==> src/rtl/ram_arb_pkg.sv <==
// Shared types for the main-RAM arbiter: access FSM states, master IDs and
// the fixed length of one RAM access.
package ram_arb_pkg;

   typedef enum logic [1:0] {
      IDLE,
      SETUP,
      STROBE
   } state_t;

   typedef enum logic [1:0] {
      VID,
      CPU,
      EXT
   } master_t;

   localparam int ACCESS_CYCLES = 2;

endpackage

==> src/rtl/ram_arb_pick.sv <==
// Priority pick between the three RAM masters plus the counter that lets a
// starved ext request overtake the CPU (never the video fetch).
module ram_arb_pick
   import ram_arb_pkg::*;
#(
   parameter int STARVE_MAX = 4
) (
   input  logic    clk_i,
   input  logic    rst_i,
   input  logic    vid_req_i,
   input  logic    cpu_req_i,
   input  logic    ext_req_i,
   input  logic    ext_pend_i,
   input  logic    gnt_i,
   output logic    pick_vld_o,
   output master_t pick_id_o
);

   localparam int CNT_W = $clog2(STARVE_MAX + 1);
   localparam logic [CNT_W-1:0] CNT_MAX = CNT_W'(STARVE_MAX);

   logic [CNT_W-1:0] cnt_q, cnt_d;
   logic             starved;

   assign starved = (cnt_q == CNT_MAX);

   always_comb begin
      pick_vld_o = vid_req_i | cpu_req_i | ext_req_i;
      pick_id_o  = EXT;
      if (vid_req_i) begin
         pick_id_o = VID;
      end else if (cpu_req_i && !(ext_req_i && starved)) begin
         pick_id_o = CPU;
      end
   end

   // Counts CPU wins only while ext is actually waiting; any ext grant or
   // withdrawal of the ext request resets the tally.
   always_comb begin
      cnt_d = cnt_q;
      if (!ext_pend_i) begin
         cnt_d = '0;
      end else if (gnt_i && (pick_id_o == EXT)) begin
         cnt_d = '0;
      end else if (gnt_i && (pick_id_o == CPU) && !starved) begin
         cnt_d = cnt_q + CNT_W'(1);
      end
   end

   always_ff @(posedge clk_i or posedge rst_i) begin
      if (rst_i) begin
         cnt_q <= '0;
      end else begin
         cnt_q <= cnt_d;
      end
   end

endmodule

==> src/rtl/ram_arbiter.sv <==
// Three-master arbiter (video, Z80, STM32) in front of one asynchronous SRAM;
// every access is a SETUP clock followed by a STROBE clock.
module ram_arbiter
   import ram_arb_pkg::*;
#(
   parameter int ADDR_W     = 19,
   parameter int DATA_W     = 8,
   parameter int STARVE_MAX = 4
) (
   input  logic              CLK_14MHZ,
   input  logic              RESET,
   input  logic              vid_req,
   input  logic [ADDR_W-1:0] vid_addr,
   output logic [DATA_W-1:0] vid_rdata,
   output logic              vid_done,
   input  logic              cpu_req,
   input  logic              cpu_wr,
   input  logic [ADDR_W-1:0] cpu_addr,
   input  logic [DATA_W-1:0] cpu_wdata,
   output logic [DATA_W-1:0] cpu_rdata,
   output logic              cpu_done,
   output logic              cpu_wait,
   input  logic              ext_req,
   input  logic              ext_wr,
   input  logic [ADDR_W-1:0] ext_addr,
   input  logic [DATA_W-1:0] ext_wdata,
   output logic [DATA_W-1:0] ext_rdata,
   output logic              ext_done,
   output logic [ADDR_W-1:0] ram_addr,
   output logic [DATA_W-1:0] ram_wdata,
   input  logic [DATA_W-1:0] ram_rdata,
   output logic              ram_cs_n,
   output logic              ram_oe_n,
   output logic              ram_we_n,
   output logic              ram_dq_oe
);

   state_t            state_q, state_d;
   master_t           id_q, id_d;
   master_t           pick_id;
   logic              wr_q, wr_d;
   logic [ADDR_W-1:0] addr_q, addr_d;
   logic [DATA_W-1:0] wdata_q, wdata_d;
   logic              vid_done_q, vid_done_d;
   logic              cpu_done_q, cpu_done_d;
   logic              ext_done_q, ext_done_d;
   logic [DATA_W-1:0] vid_rdata_q, vid_rdata_d;
   logic [DATA_W-1:0] cpu_rdata_q, cpu_rdata_d;
   logic [DATA_W-1:0] ext_rdata_q, ext_rdata_d;
   logic              vid_live, cpu_live, ext_live;
   logic              arb_en, pick_vld, gnt, acc, strobe;

   // A master's request level in its own done cycle is the stale one it held
   // for the access just finished, so it is not allowed to win again.
   assign vid_live = vid_req & ~vid_done_q;
   assign cpu_live = cpu_req & ~cpu_done_q;
   assign ext_live = ext_req & ~ext_done_q;

   assign arb_en = (state_q == IDLE) || (state_q == STROBE);
   assign gnt    = arb_en & pick_vld;
   assign acc    = (state_q != IDLE);
   assign strobe = (state_q == STROBE);

   ram_arb_pick #(
      .STARVE_MAX(STARVE_MAX)
   ) u_pick (
      .clk_i     (CLK_14MHZ),
      .rst_i     (RESET),
      .vid_req_i (vid_live),
      .cpu_req_i (cpu_live),
      .ext_req_i (ext_live),
      .ext_pend_i(ext_req),
      .gnt_i     (gnt),
      .pick_vld_o(pick_vld),
      .pick_id_o (pick_id)
   );

   always_comb begin
      state_d = state_q;
      id_d    = id_q;
      wr_d    = wr_q;
      addr_d  = addr_q;
      wdata_d = wdata_q;
      case (state_q)
         SETUP:   state_d = STROBE;
         default: state_d = IDLE;
      endcase
      if (gnt) begin
         state_d = SETUP;
         id_d    = pick_id;
         case (pick_id)
            VID: begin
               addr_d  = vid_addr;
               wr_d    = 1'b0;
               wdata_d = '0;
            end
            CPU: begin
               addr_d  = cpu_addr;
               wr_d    = cpu_wr;
               wdata_d = cpu_wdata;
            end
            default: begin
               addr_d  = ext_addr;
               wr_d    = ext_wr;
               wdata_d = ext_wdata;
            end
         endcase
      end
   end

   always_comb begin
      vid_done_d  = strobe && (id_q == VID);
      cpu_done_d  = strobe && (id_q == CPU);
      ext_done_d  = strobe && (id_q == EXT);
      vid_rdata_d = vid_rdata_q;
      cpu_rdata_d = cpu_rdata_q;
      ext_rdata_d = ext_rdata_q;
      if (strobe && !wr_q) begin
         case (id_q)
            VID:     vid_rdata_d = ram_rdata;
            CPU:     cpu_rdata_d = ram_rdata;
            default: ext_rdata_d = ram_rdata;
         endcase
      end
   end

   always_ff @(posedge CLK_14MHZ or posedge RESET) begin
      if (RESET) begin
         state_q     <= IDLE;
         id_q        <= VID;
         wr_q        <= 1'b0;
         vid_done_q  <= 1'b0;
         cpu_done_q  <= 1'b0;
         ext_done_q  <= 1'b0;
         vid_rdata_q <= '0;
         cpu_rdata_q <= '0;
         ext_rdata_q <= '0;
      end else begin
         state_q     <= state_d;
         id_q        <= id_d;
         wr_q        <= wr_d;
         vid_done_q  <= vid_done_d;
         cpu_done_q  <= cpu_done_d;
         ext_done_q  <= ext_done_d;
         vid_rdata_q <= vid_rdata_d;
         cpu_rdata_q <= cpu_rdata_d;
         ext_rdata_q <= ext_rdata_d;
      end
   end

   // Address/data only matter while the strobes are active, so no reset.
   always_ff @(posedge CLK_14MHZ) begin
      addr_q  <= addr_d;
      wdata_q <= wdata_d;
   end

   assign ram_addr  = addr_q;
   assign ram_wdata = wdata_q;
   assign ram_cs_n  = ~acc;
   assign ram_oe_n  = ~(acc & ~wr_q);
   assign ram_we_n  = ~(strobe & wr_q);
   assign ram_dq_oe = acc & wr_q;

   assign vid_rdata = vid_rdata_q;
   assign cpu_rdata = cpu_rdata_q;
   assign ext_rdata = ext_rdata_q;
   assign vid_done  = vid_done_q;
   assign cpu_done  = cpu_done_q;
   assign ext_done  = ext_done_q;
   assign cpu_wait  = ~RESET & cpu_req & ~((acc & (id_q == CPU)) | cpu_done_q);

endmodule

==> config.mk <==
export PLATFORM = sky130hd
export DESIGN_NAME = ram_arbiter
export DESIGN_NICKNAME = d
export VERILOG_FILES = /design/src/rtl/ram_arb_pkg.sv /design/src/rtl/ram_arb_pick.sv /design/src/rtl/ram_arbiter.sv
export SDC_FILE = /design/constraint.sdc
export NUM_CORES = 1
export LEC_CHECK = 0
export CORE_MARGIN = 1.5
export CORE_UTILIZATION = 43
export DETAILED_ROUTE_END_ITERATION = 10
export GPL_TIMING_DRIVEN = 0
export PLACE_DENSITY = 0.87
export SYNTH_ARGS = -nofsm -noshare
export SYNTH_HDL_FRONTEND = slang
export SYNTH_HIERARCHICAL = 1
export SYNTH_SLANG_ARGS = --single-unit
==> constraint.sdc <==
create_clock -name CLK_14MHZ -period 3.9 [get_ports CLK_14MHZ]
set_input_delay 0.975 -clock CLK_14MHZ [delete_from_list [all_inputs] [get_ports CLK_14MHZ]]
set_output_delay 0.975 -clock CLK_14MHZ [all_outputs]
set_load 0.01 [all_outputs]
==> flow_summary.html <==
<table>
<tr><th>Metric</th><th>Value</th></tr>
<tr><th colspan="2">Yosys</th></tr>
<tr><td>Number of library cell types mapped by synthesis</td><td>34</td></tr>
<tr><td>Net Count, Synth</td><td>303</td></tr>
<tr><td>Portion of the post-synthesis area used by sequential elements</td><td>0.603</td></tr>
<tr><td>Cells after Synth</td><td>213</td></tr>
<tr><td>Cell type contributing the most total cell area after synthesis</td><td>sky130_fd_sc_hd__dfrtp_1</td></tr>
<tr><td>YS warnings</td><td>6</td></tr>
<tr><td>Top-area cell type share of the netlist area</td><td>0.313</td></tr>
<tr><td>Total of flip-flops plus latches after synthesis</td><td>62</td></tr>
<tr><td>Mean cell area of the mapped netlist</td><td>13.1 µm²</td></tr>
<tr><td>Number of synthesized flops with an enable pin</td><td>27</td></tr>
<tr><td>Top flip-flop cell by instance count after synthesis</td><td>sky130_fd_sc_hd__dfrtp_1</td></tr>
<tr><td>Post-Syn Area</td><td>2800 µm²</td></tr>
<tr><td>Share of async-settable or async-resettable flops after synthesis</td><td>0.565</td></tr>
<tr><td>Cell types with the largest area share after synthesis</td><td>sky130_fd_sc_hd__dfrtp_1 31%, sky130_fd_sc_hd__edfxtp_1 29%, sky130_fd_sc_hd__mux2_2 10%</td></tr>
<tr><th colspan="2">Routing</th></tr>
<tr><td>DR DRC count</td><td>0</td></tr>
<tr><td>Detail-routed net length per standard cell</td><td>16.7 µm</td></tr>
<tr><td>Number of violations reported at the end of detailed-routing iteration 0</td><td>97</td></tr>
<tr><td>Router iterations before antenna repair</td><td>5</td></tr>
<tr><td>Wirelength, routed</td><td>7540 µm</td></tr>
<tr><td>Post-detailed-route via-to-cell ratio</td><td>5.12</td></tr>
<tr><td>Vias after detailed routing</td><td>2312</td></tr>
<tr><td>Routed Antenna Nets</td><td>0</td></tr>
<tr><th colspan="2">Power and ir drop</th></tr>
<tr><td>Overall power of the completed layout</td><td>2.87 mW</td></tr>
<tr><td>Static leakage</td><td>1.78 nW</td></tr>
<tr><td>Power per standard cell area</td><td>632 nW/µm²</td></tr>
<tr><td>Worst vdd rail ir drop</td><td>0.383 mV</td></tr>
<tr><th colspan="2">Die</th></tr>
<tr><td>Die outline area</td><td>7000 µm²</td></tr>
<tr><td>Width of the die</td><td>83.6 µm</td></tr>
<tr><td>Floorplan row count</td><td>29</td></tr>
<tr><td>I/O pin total</td><td>147</td></tr>
<tr><td>Initial core utilization</td><td>0.443</td></tr>
<tr><td>Core Box Area</td><td>6310 µm²</td></tr>
<tr><td>Die boundary height</td><td>83.6 µm</td></tr>
<tr><th colspan="2">Cells and area</th></tr>
<tr><td>Diode insertion count for antenna repair</td><td>0</td></tr>
<tr><td>Area growth syn-to-layout</td><td>62.4%</td></tr>
<tr><td>Share of final-layout standard cells stronger than drive strength 1</td><td>0.144</td></tr>
<tr><td>Final Net Count</td><td>461</td></tr>
<tr><td>Leading cell types in the layout, fill and taps excluded</td><td>146 x sky130_fd_sc_hd__clkdlybuf4s50_1, 35 x sky130_fd_sc_hd__dfrtp_1, 27 x sky130_fd_sc_hd__edfxtp_1</td></tr>
<tr><td>Multi-input gate area</td><td>1040 µm²</td></tr>
<tr><td>Seq. cell area</td><td>1690 µm²</td></tr>
<tr><td>Final standard cell area without fillers</td><td>4540 µm²</td></tr>
<tr><td>Total of fill cells in the finished design</td><td>469</td></tr>
<tr><td>Most common library cell in the layout ignoring fill and taps</td><td>sky130_fd_sc_hd__clkdlybuf4s50_1</td></tr>
<tr><th colspan="2">STA</th></tr>
<tr><td>Final max-slew violation count</td><td>0</td></tr>
<tr><td>Unrepaired setup endpoints after global routing</td><td>no</td></tr>
<tr><td>Worst-margin pin slew</td><td>1.15 ns</td></tr>
<tr><td>Clock period minus final worst setup slack</td><td>3.69 ns</td></tr>
<tr><td>Count of final setup violators</td><td>0</td></tr>
<tr><td>Final number of hold-violating endpoints</td><td>0</td></tr>
<tr><td>Relative slew slack</td><td>0.231</td></tr>
<tr><td>FMAX</td><td>271 MHz</td></tr>
<tr><td>Share of the clock period used by the worst path</td><td>0.947</td></tr>
<tr><td>Worst clock skew</td><td>0.00851 ns</td></tr>
<tr><th colspan="2">Status</th></tr>
<tr><td>Status</td><td>finished, final reports clean</td></tr>
<tr><th colspan="2">Run</th></tr>
<tr><td>Count of max-cap constraint violations</td><td>0</td></tr>
<tr><th colspan="2">Placement</th></tr>
<tr><td>Post-Place Cell Area</td><td>4350 µm²</td></tr>
<tr><td>Count of input and output buffers</td><td>146</td></tr>
<tr><td>Half-perimeter wire length after detailed placement</td><td>5680 µm</td></tr>
<tr><td>Placer congestion estimate</td><td>0.785</td></tr>
<tr><th colspan="2">CTS</th></tr>
<tr><td>Clock latency on the worst-skew pair</td><td>0.34 ns</td></tr>
<tr><td>TritonCTS buffer count</td><td>9</td></tr>
<tr><td>CTS Root Buffer Type</td><td>sky130_fd_sc_hd__clkbuf_8</td></tr>
<tr><td>Number of levels the H-tree was split into</td><td>3</td></tr>
<tr><td>Number of sinks on the clock net</td><td>62</td></tr>
<tr><td>Maximum number of buffers from clock root to sink</td><td>2</td></tr>
<tr><td>TritonCTS clock tree</td><td>built</td></tr>
<tr><td>Clock slew at reported path FFs</td><td>0.06 ns</td></tr>
<tr><td>CTS Hold Bufs</td><td>0</td></tr>
<tr><th colspan="2">Critical path</th></tr>
<tr><td>Sort of element at the end of the critical path</td><td>output port</td></tr>
<tr><td>Worst setup path class</td><td>primary input to output port</td></tr>
<tr><td>Arrival @ worst endpoint</td><td>2.72 ns</td></tr>
<tr><td>Minimum setup slack among reg-to-reg paths</td><td>0.97 ns</td></tr>
<tr><td>Critical-path maximum fanout</td><td>17</td></tr>
<tr><td>Endpoint required time on the critical path</td><td>2.92 ns</td></tr>
<tr><td>Startpoint types</td><td>primary input</td></tr>
<tr><th colspan="2">Global routing</th></tr>
<tr><td>Maximum number of pins on one net before global-route repair</td><td>32</td></tr>
<tr><td>Number of global-route vias before repair</td><td>2434</td></tr>
<tr><td>Global-route wire length before repair</td><td>12000 µm</td></tr>
<tr><td>Total grt overflow</td><td>0</td></tr>
<tr><td>Overall routing resource usage</td><td>0.223</td></tr>
<tr><td>Antenna violations before repair</td><td>0</td></tr>
<tr><th colspan="2">Hold path</th></tr>
<tr><td>Type of the tightest min-delay check</td><td>register to register</td></tr>
</table>
-- stage by stage --
step / hold slack (ns) / utilization / worst slack [ns] / setup TNS, ns / instances
finish: 0.504 / 0.719 / 0.208 / 0 / 452
global route: 0.520 / 0.719 / 0.0444 / 0 / 452
CTS: 0.508 / 0.719 / 0.149 / 0 / 452
detailed placement: 0.494 / 0.690 / -0.336 / -0.564 / 436
global placement: 0.488 / 0.690 / -0.317 / -0.326 / 436
floorplan: 0.502 / - / 0.914 / 0 / 213
-- path summary, 6_finish.rpt --
check	cells after the start	to	start
worst max-delay path	4	cpu_wait	RESET
worst min-delay path	1	cpu_rdata[0]	cpu_rdata[0]
worst max register to register	7	u_pick/cnt_q[0]	cpu_done
worst min register to register	1	cpu_rdata[0]	cpu_rdata[0]
max in group asynchronous	2	ext_rdata[5]	RESET
min in group asynchronous	2	u_pick/cnt_q[2]	RESET
-- worst max-delay path, cell delays in order --
cell and delay (ns):
sky130_fd_sc_hd__clkdlybuf4s50_1 0.60, sky130_fd_sc_hd__clkinvlp_4 0.41, sky130_fd_sc_hd__o311a_1 0.22, sky130_fd_sc_hd__clkdlybuf4s50_1 0.50
-- synth_stat cells, types with 3 or more instances --
library cell / count
sky130_fd_sc_hd__a22o_1: 8
sky130_fd_sc_hd__buf_2: 4
sky130_fd_sc_hd__clkbuf_1: 3
sky130_fd_sc_hd__dfrtp_1: 35
sky130_fd_sc_hd__edfxtp_1: 27
sky130_fd_sc_hd__inv_1: 7
sky130_fd_sc_hd__mux2_2: 26
sky130_fd_sc_hd__mux2i_1: 19
sky130_fd_sc_hd__nand2_1: 22
sky130_fd_sc_hd__nor2_1: 4
sky130_fd_sc_hd__nor2b_1: 6
sky130_fd_sc_hd__o21ai_0: 22
-- flip-flops by register name (all words and copies together), names as in the netlist --
name          count
ram_wdata         8
ram_addr         19
state_q           2
cpu_rdata         8
ext_rdata         8
id_q              2
wr_q              1
vid_done          1
vid_rdata         8
ext_done          1
u_pick/cnt_q      3
cpu_done          1
-- routing by layer --
layer  up-vias  wire length (µm)  track usage
li1       1093                 -            -
met1      1112              2780        0.255
met2        86              4070        0.386
met3        21               453       0.0524
met4         0               235        0.118
met5         -                 0            0
-- area by class of cell --
type / count / share of cell area
flip-flops and latches: 62 / 0.371
repair buffers: 146 / 0.322
multi-input cells: 135 / 0.230
clock buffers: 14 / 0.0380
well taps: 77 / 0.0212
plain buffers: 9 / 0.00854
inverters: 7 / 0.00661
clock inverters: 1 / 0.00110
repair inverters: 1 / 0.00110
-- where the power goes --
part / internal [mW] / switching, mW / leakage, nW / total [mW]
Combinational: 0.718 / 0.522 / 0.985 / 1.24
Sequential: 0.993 / 0.132 / 0.698 / 1.13
Clock: 0.279 / 0.229 / 0.0926 / 0.507
Total: 1.99 / 0.882 / 1.78 / 2.87
-- timing repair --
item | in CTS | in global routing
gates resized for setup | 1 | 0
endpoints found under the setup margin | 1 | 0
buffers inserted | 0 | 0
-- cell families (layout without fill, tap and decap cells) --
kind of cell             Yosys count  after routing  synth area share
buffers and inverters             16            178            0.0233
flip-flops                        62             62             0.603
adder cells (fa/ha/maj)            2              2           0.00895
multiplexers                      45             45             0.173
AND/OR/NAND/NOR                   51             51             0.103
AO/OA/AOI/OAI                     37             37            0.0886
No activity file was read; power rests on OpenSTA's default activity.
